## src/rtl/and16_serial_pkg.sv

```systemverilog
// Shared types and constants for the bit-serial AND datapath.
package and16_serial_pkg;

    localparam int HACK_WORD = 16;

    typedef enum logic [1:0] {
        IDLE = 2'd0,
        BUSY = 2'd1,
        DONE = 2'd2
    } state_e;

endpackage

```

## src/rtl/and_gate.sv

```systemverilog
// 1-bit AND primitive; the serial datapath routes every result bit through one instance.
module and_gate (
    input  logic a_i,
    input  logic b_i,
    output logic y_o
);

    assign y_o = a_i & b_i;

endmodule

```

## src/rtl/and16_serial.sv

```systemverilog
// Bit-serial AND: operands captured over valid/ready, LSB-first through one and_gate,
// result shifted in from the top and returned over a second valid/ready handshake.
//
// state | meaning
// IDLE  | waiting for an operand pair, last result still visible on out
// BUSY  | one result bit per edge, WIDTH edges total
// DONE  | result valid, held until the consumer takes it
module and16_serial
    import and16_serial_pkg::*;
#(
    parameter int WIDTH = HACK_WORD
) (
    input  logic             clk,
    input  logic             rst_n,
    input  logic             in_valid,
    output logic             in_ready,
    input  logic [WIDTH-1:0] a,
    input  logic [WIDTH-1:0] b,
    output logic             out_valid,
    input  logic             out_ready,
    output logic [WIDTH-1:0] out,
    output logic             busy
);

    localparam int               CNT_W    = $clog2(WIDTH);
    localparam logic [CNT_W-1:0] CNT_LAST = CNT_W'(WIDTH - 1);
    localparam logic [CNT_W-1:0] CNT_ONE  = CNT_W'(1);

    state_e           state_q, state_d;
    logic [WIDTH-1:0] a_sh_q, a_sh_d;
    logic [WIDTH-1:0] b_sh_q, b_sh_d;
    logic [WIDTH-1:0] res_q, res_d;
    logic [CNT_W-1:0] cnt_q, cnt_d;
    logic             bit_w;

    and_gate u_and_gate (
        .a_i (a_sh_q[0]),
        .b_i (b_sh_q[0]),
        .y_o (bit_w)
    );

    always_ff @(posedge clk or negedge rst_n) begin
        if (!rst_n) begin
            state_q <= IDLE;
            a_sh_q  <= '0;
            b_sh_q  <= '0;
            res_q   <= '0;
            cnt_q   <= '0;
        end else begin
            state_q <= state_d;
            a_sh_q  <= a_sh_d;
            b_sh_q  <= b_sh_d;
            res_q   <= res_d;
            cnt_q   <= cnt_d;
        end
    end

    always_comb begin
        state_d = state_q;
        case (state_q)
            IDLE:    if (in_valid)             state_d = BUSY;
            BUSY:    if (cnt_q == CNT_LAST)    state_d = DONE;
            DONE:    if (out_ready)            state_d = IDLE;
            default:                           state_d = IDLE;
        endcase
    end

    // Datapath next-state: load on accept, shift one bit per BUSY edge.
    always_comb begin
        a_sh_d = a_sh_q;
        b_sh_d = b_sh_q;
        res_d  = res_q;
        cnt_d  = cnt_q;
        case (state_q)
            IDLE: begin
                if (in_valid) begin
                    a_sh_d = a;
                    b_sh_d = b;
                    res_d  = '0;
                    cnt_d  = '0;
                end
            end
            BUSY: begin
                a_sh_d = a_sh_q >> 1;
                b_sh_d = b_sh_q >> 1;
                res_d  = {bit_w, res_q[WIDTH-1:1]};
                cnt_d  = cnt_q + CNT_ONE;
            end
            default: ;
        endcase
    end

    always_comb begin
        in_ready  = (state_q == IDLE);
        out_valid = (state_q == DONE);
        busy      = (state_q != IDLE);
    end

    assign out = res_q;

endmodule

```

## config.mk

```make
export PLATFORM = sky130hd
export DESIGN_NAME = and16_serial
export DESIGN_NICKNAME = d
export VERILOG_FILES = /design/src/rtl/and16_serial_pkg.sv /design/src/rtl/and_gate.sv /design/src/rtl/and16_serial.sv
export SDC_FILE = /design/constraint.sdc
export NUM_CORES = 1
export LEC_CHECK = 0
export BUFFER_PORTS_ARGS = -buffer_cell sky130_fd_sc_hd__buf_2
export CAP_MARGIN = 20
export CORE_UTILIZATION = 30
export DETAILED_ROUTE_END_ITERATION = 10
export PLACE_DENSITY = 0.45
export SLEW_MARGIN = 20
export SYNTH_ARGS = -nofsm -noshare
export SYNTH_HDL_FRONTEND = slang
export SYNTH_SLANG_ARGS = --single-unit
```

## constraint.sdc

```tcl
create_clock -name clk -period 1.52 [get_ports clk]
set_input_delay 0.228 -clock clk [delete_from_list [all_inputs] [get_ports clk]]
set_output_delay 0.228 -clock clk [all_outputs]
set_load 0.01 [all_outputs]
```

==> results of run 1 <==
## cell families after synthesis
kind of cell | Yosys count | share of synthesized area (%)
buffers and inverters | 25 | 6.417
adders and majority gates | 1 | 0.4861
AOI/OAI and AO/OA | 119 | 29.22
and+or+nand+nor | 44 | 11.38
DFF | 54 | 52.50
## timing repair
action                                  in CTS  in global routing
endpoints found under the setup margin       2                  2
gates resized for setup                      1                  2
pin swaps                                    0                  0
hold buffers                                 1                  0
endpoints found under the hold margin       54                  0
setup buffers                                4                  0
## final timing paths
check,end,from,cells after the start,slack (ns)
max reg2reg,cnt_q[2],state_q[1],5,0.19
max,out_valid,state_q[1],3,0.07
min in group asynchronous,a_sh_q[13],rst_n,3,0.42
max in group asynchronous,state_q[1],rst_n,3,0.83
min reg2reg,out[0],out[0],1,0.52
min,b_sh_q[14],b[14],3,0.16
## state kept, by name, indices dropped and copies added, names as in the netlist
| signal | flops |
|---|---|
| b_sh_q | 16 |
| cnt_q | 4 |
| state_q | 2 |
| a_sh_q | 16 |
| out | 16 |
## through the flow
stage / util, % / setup slack [ns] / hold WS (ns) / cell area (um^2)
finish: 37.76 / 0.06854 / 0.1633 / 3118
global route: 37.76 / 0.02884 / 0.1700 / 3118
CTS: 37.70 / 0.03310 / 0.1657 / 3113
detailed placement: 35.82 / 0.2777 / 0.2517 / 2958
global placement: 35.82 / 0.2852 / 0.2547 / 2958
floorplan: - / 0.2932 / -0.06759 / 2574
## cell type report
| cell class | count | area (um^2) |
|---|---|---|
| clock buffer | 5 | 68.82 |
| clock inverter | 3 | 45.04 |
| fill | 860 | 5140 |
| inverter | 2 | 7.507 |
| multi-input combinational | 164 | 1065 |
| sequential | 54 | 1353 |
| tap | 105 | 131.4 |
| timing repair buffer | 74 | 447.9 |
## worst max-delay path, cell delays in order (launching register included)
cell and delay [ns]:
dfrtp_2 0.44, buf_4 0.17, nor2b_2 0.15, buf_2 0.14
## cell usage after synthesis
master    count
dfrtp_1      54
a21oi_1      33
o21ai_1      31
a22oi_1      30
and2b_1      18
nor2b_1      17
a22o_1       16
clkbuf_1      9
buf_6         7
buf_4         4
nand2_1       4
buf_2         3
o21ai_0       3
a41oi_1       2
inv_1         2
a31oi_1       1
a32o_1        1
a41o_1        1
ha_1          1
nand3_1       1
nor2_1        1
nor2b_4       1
nor3b_1       1
o21bai_1      1
or2_2         1
## layer usage
layer  vias to the layer above  GRT usage (%)  share of wire, %
met4                         0          5.808               1.7
met2                        37          23.56                45
met3                         8          2.254               3.4
li1                       1005              -                 -
met5                         -              0                 0
met1                       969          21.83                50
## power by group
part / leakage (nW) / internal, mW / switching [mW]
Clock: 0.0504 / 0.491 / 0.508
Sequential: 0.717 / 1.91 / 0.396
Combinational: 0.738 / 0.824 / 0.863
## cells in the final DEF (no fill, tap or decap), drive strengths merged
cell type and count:
or2 1, o21bai 1, ha 1, a41oi 2, nand3 1, bufinv 1, a32o 1, a22o 16
and2b 18, dlygate4sd3 1, o21ai 34, buf 73, a21oi 33, a31oi 1, nor3b 1, clkbuf 5
nand2 4, clkinvlp 2, nor2b 18, inv 2, nor2 1, a22oi 30, a41o 1, dfrtp 54
==> impl_metrics.py, run 1 <==
metrics = {
    "logic_synthesis": {
        "yosysTopAreaCellShare_pct": 52.50,
        "postSynthCellCount": 243,
        "yosys_warnings": 0,
        "synth_area_mm2": 0.002574,
        "ys_top_cells_by_area": "dfrtp_1 (53%), a22oi_1 (8.8%), a21oi_1 (6.4%), o21ai_1 (6.0%), a22o_1 (5.4%)",
        "yosysUniqueCellTypes": 25,
        "ys_seq_area_share_pct": 52.50,
        "synth_fp_nets": 280,
        "synth_area_leader_cell": "dfrtp_1",
        "synth.avg_cell_area_um2": 10.59,
        "ys_ff_latch": 54,
    },
    "die": {
        "die_area_mm2": 0.008954,
        "fp.dieH_um": 94.63,
        "core_mm2": 0.008258,
        "initial_utilization_pct": 31.17,
        "row_count": 33,
        "ios": 55,
        "die_width_um": 94.63,
    },
    "drt": {
        "via_count": 2019,
        "drt_wl_total_mm": 6.290,
        "drt_iter0_drc": 191,
        "postRouteAntennaNets": 0,
        "dr.pass1.iters": 4,
        "wire_per_inst_um": 15.45,
        "viasPerCell": 4.961,
        "drc": 0,
    },
    "sta": {
        "setup_tns_ns": 0,
        "relSlewSlack_pct": 79.60,
        "slew_violations": 0,
        "setup_viol": 0,
        "rsz0062_at_grt": "no",
        "min_period_over_period_pct": 95.49,
        "period_minus_slack_ns": 1.451,
        "tightestPinTransition_ns": 0.3060,
        "clock_skew_ns": 0.002760,
        "max_freq_mhz": 689.0,
        "hold_viol_final": 0,
    },
    "worst_setup_path": {
        "cp-start-kind": "flop",
        "critPathMaxFanout": 9,
        "crit_type": "flop to primary output",
        "critPathCaptureType": "primary output",
        "worstPathRequired_ns": 1.29,
        "crit_arrival_ns": 1.22,
    },
    "clocking": {
        "cts_tree": "done",
        "cts_made_buffers": 5,
        "h-tree-depth": 2,
        "clock-sinks": 54,
        "clockRootBuffer": "clkbuf_8",
        "clkLatencyLatePin_ns": 0.31,
        "cts.clk_slew.worst_paths_ns": 0.10,
        "cts_buffer_depth": 2,
    },
    "placed_design": {
        "io_buffers": 54,
        "dp_hpwl_mm": 4.076,
        "gp_congestion": 0.7289,
        "dp.cells": 394,
    },
    "global_route": {
        "grt_pass1_wl_mm": 10.48,
        "grt.total_usage_pct": 15.36,
        "grt_max_degree": 55,
        "grt_pass1_vias": 2093,
        "grt_overflow": 0,
        "grt_antenna_before_repair": 0,
    },
    "power": {
        "power_density_mw_per_mm2": 1601,
        "finalPower_mw": 4.993,
        "irDropWorstVdd_mv": 0.5514,
        "p_leak_nw": 1.506,
    },
    "cells_and_area": {
        "design.final.nets": 338,
        "antenna_cells": 0,
        "syn2layout_area_growth_pct": 21.15,
        "layout-drive-gt1-share_pct": 28.48,
        "instances_no_fill": 407,
    },
    "status": {
        "status": "finished clean",
    },
    "min_path": {
        "hp-class": "input pin to flop",
    },
    "run": {
        "max-cap-violations": 0,
    },
}
No activity file was read; power rests on OpenSTA's default activity.
==> run 2: changes to the inputs <==
Settings changed: PLACE_DENSITY 0.45 to default, PLACE_DENSITY_LB_ADDON from default to 0.2, SETUP_SLACK_MARGIN from default to 0.1.
==> impl_metrics.py, run 2 (same netlist as run 1, synthesis figures left out) <==
metrics = {
    "sta": {
        "min_period_over_period_pct": 91.19,
        "clock_skew_ns": 0.004418,
        "max_freq_mhz": 721.5,
        "rsz0062_at_grt": "yes",
        "tightestPinTransition_ns": 0.4021,
        "slew_violations": 0,
        "fin_ws_ns": 0.1339,
        "setup_viol": 0,
        "hold_viol_final": 0,
        "setup_tns_ns": 0,
        "relSlewSlack_pct": 73.19,
        "hold_slack_ns": 0.1771,
        "period_minus_slack_ns": 1.386,
    },
    "drt": {
        "viasPerCell": 5.062,
        "via_count": 2055,
        "dr.pass1.iters": 5,
        "drt_wl_total_mm": 6.126,
        "drt_iter0_drc": 106,
        "drc": 0,
        "postRouteAntennaNets": 0,
        "wire_per_inst_um": 15.09,
    },
    "power": {
        "irDropWorstVdd_mv": 0.4187,
        "p_leak_nw": 1.503,
        "power_density_mw_per_mm2": 1554,
    },
    "die": {
        "die_area_mm2": 0.008954,
        "die_width_um": 94.63,
        "row_count": 33,
        "initial_utilization_pct": 31.17,
        "ios": 55,
        "core_mm2": 0.008258,
        "fp.dieH_um": 94.63,
    },
    "cells_and_area": {
        "final_cell_mix": "buf_2 (54), dfrtp_1 (53), a21oi_1 (33)",
        "antenna_cells": 0,
        "design.final.nets": 337,
        "syn2layout_area_growth_pct": 20.76,
        "final_cell_area_mm2": 0.003108,
        "final_common_cell": "buf_2",
        "layout-drive-gt1-share_pct": 28.57,
        "fillers": 879,
    },
    "clocking": {
        "h-tree-depth": 2,
        "clockRootBuffer": "clkbuf_8",
        "cts_buffer_depth": 2,
        "cts_tree": "done",
        "clock-sinks": 54,
        "cts.clk_slew.worst_paths_ns": 0.10,
        "cts_made_buffers": 5,
        "clkLatencyLatePin_ns": 0.30,
    },
    "status": {
        "status": "finished clean",
    },
    "worst_setup_path": {
        "crit_arrival_ns": 1.16,
        "worstPathRequired_ns": 1.29,
        "cp-start-kind": "flop",
        "critPathMaxFanout": 3,
        "path_cells": "or2_4 -> inv_1 -> buf_2",
        "crit_type": "flop to primary output",
        "cpMaxStageDelayCell": "dfrtp_2",
        "cp_slowest_stage_delay_ns": 0.45,
        "cp_top_family": "flip-flops",
        "critPathCaptureType": "primary output",
        "cp.buffers_inverters": 2,
    },
    "run": {
        "max-cap-violations": 0,
    },
    "global_route": {
        "grt_antenna_before_repair": 0,
        "grt_max_degree": 41,
        "grt_overflow": 0,
        "grt_pass1_vias": 2045,
        "grt.total_usage_pct": 14.64,
        "grt_pass1_wl_mm": 10.25,
    },
    "placed_design": {
        "placed_cell_area_mm2": 0.002938,
        "dp_hpwl_mm": 4.031,
        "io_buffers": 54,
        "gp_congestion": 0.6746,
        "place_ws_ns": 0.1902,
    },
    "min_path": {
        "hp-class": "input pin to flop",
    },
}
run 2: changes by cell type in the layout (fill, tap and decap cells not counted), sizes merged:
cell / delta
bufinv: -1
clkinvlp: -1
buf: -1
clkinv: +1
clkbuf: +1
run 2: layout make-up:
class / count / area (um^2) / area share, %
well taps: 105 / 131.4 / 4.227
clock buffers: 6 / 82.58 / 2.657
inverters: 2 / 7.507 / 0.2415
clock inverters: 2 / 12.51 / 0.4026
flip-flops and latches: 54 / 1353 / 43.52
repair buffers: 73 / 447.9 / 14.41
multi-input cells: 164 / 1074 / 34.54
run 2: worst reg2reg max path: cells and delay by family, from the launching register on:
family / cells / cell delay, ns
compound gates: 3 / 0.45
buf+inv: 2 / 0.32
flops: 1 / 0.45
run 2: final timing paths:
kind                                  from         end  slack (ns)  depth (start not counted)
worst max-delay path            state_q[1]    in_ready        0.13                          3
worst min-delay path                 a[13]  a_sh_q[13]        0.18                          3
worst max register to register  state_q[1]    cnt_q[2]        0.19                          5
worst min register to register      out[0]      out[0]        0.50                          1
max in group asynchronous            rst_n  state_q[1]        0.58                          3
min in group asynchronous            rst_n  a_sh_q[14]        0.37                          2
run 2: per-layer routing:
metal	global-route usage, %	up-vias	wire length (um)
li1	-	1003	-
met1	19.90	1017	2883
met2	24.22	31	3027
met3	2.576	4	173
met4	3.409	0	42
met5	0	-	0
run 2: repair_timing:
item	in CTS	in global routing
resized for setup	4	3
buffers inserted	3	1
hold buffers	1	0
hold endpoints to repair	14	0
endpoints found under the setup margin	3	11
pin swaps	0	0
run 2: where the power goes:
part           internal, mW  leakage (nW)  switching [mW]  total (mW)
clock                 0.368        0.0472           0.477       0.845
combinational         0.818         0.738           0.863        1.68
sequential             1.91         0.717           0.391        2.30
run 2: through the flow:
step	util [%]	instances	total power, mW
after global routing	37.64	406	5.222
after detailed placement	35.58	393	3.956
after CTS	37.41	405	4.860
after floorplan	-	243	3.475
after global placement	35.58	393	3.918
final	37.64	406	4.829
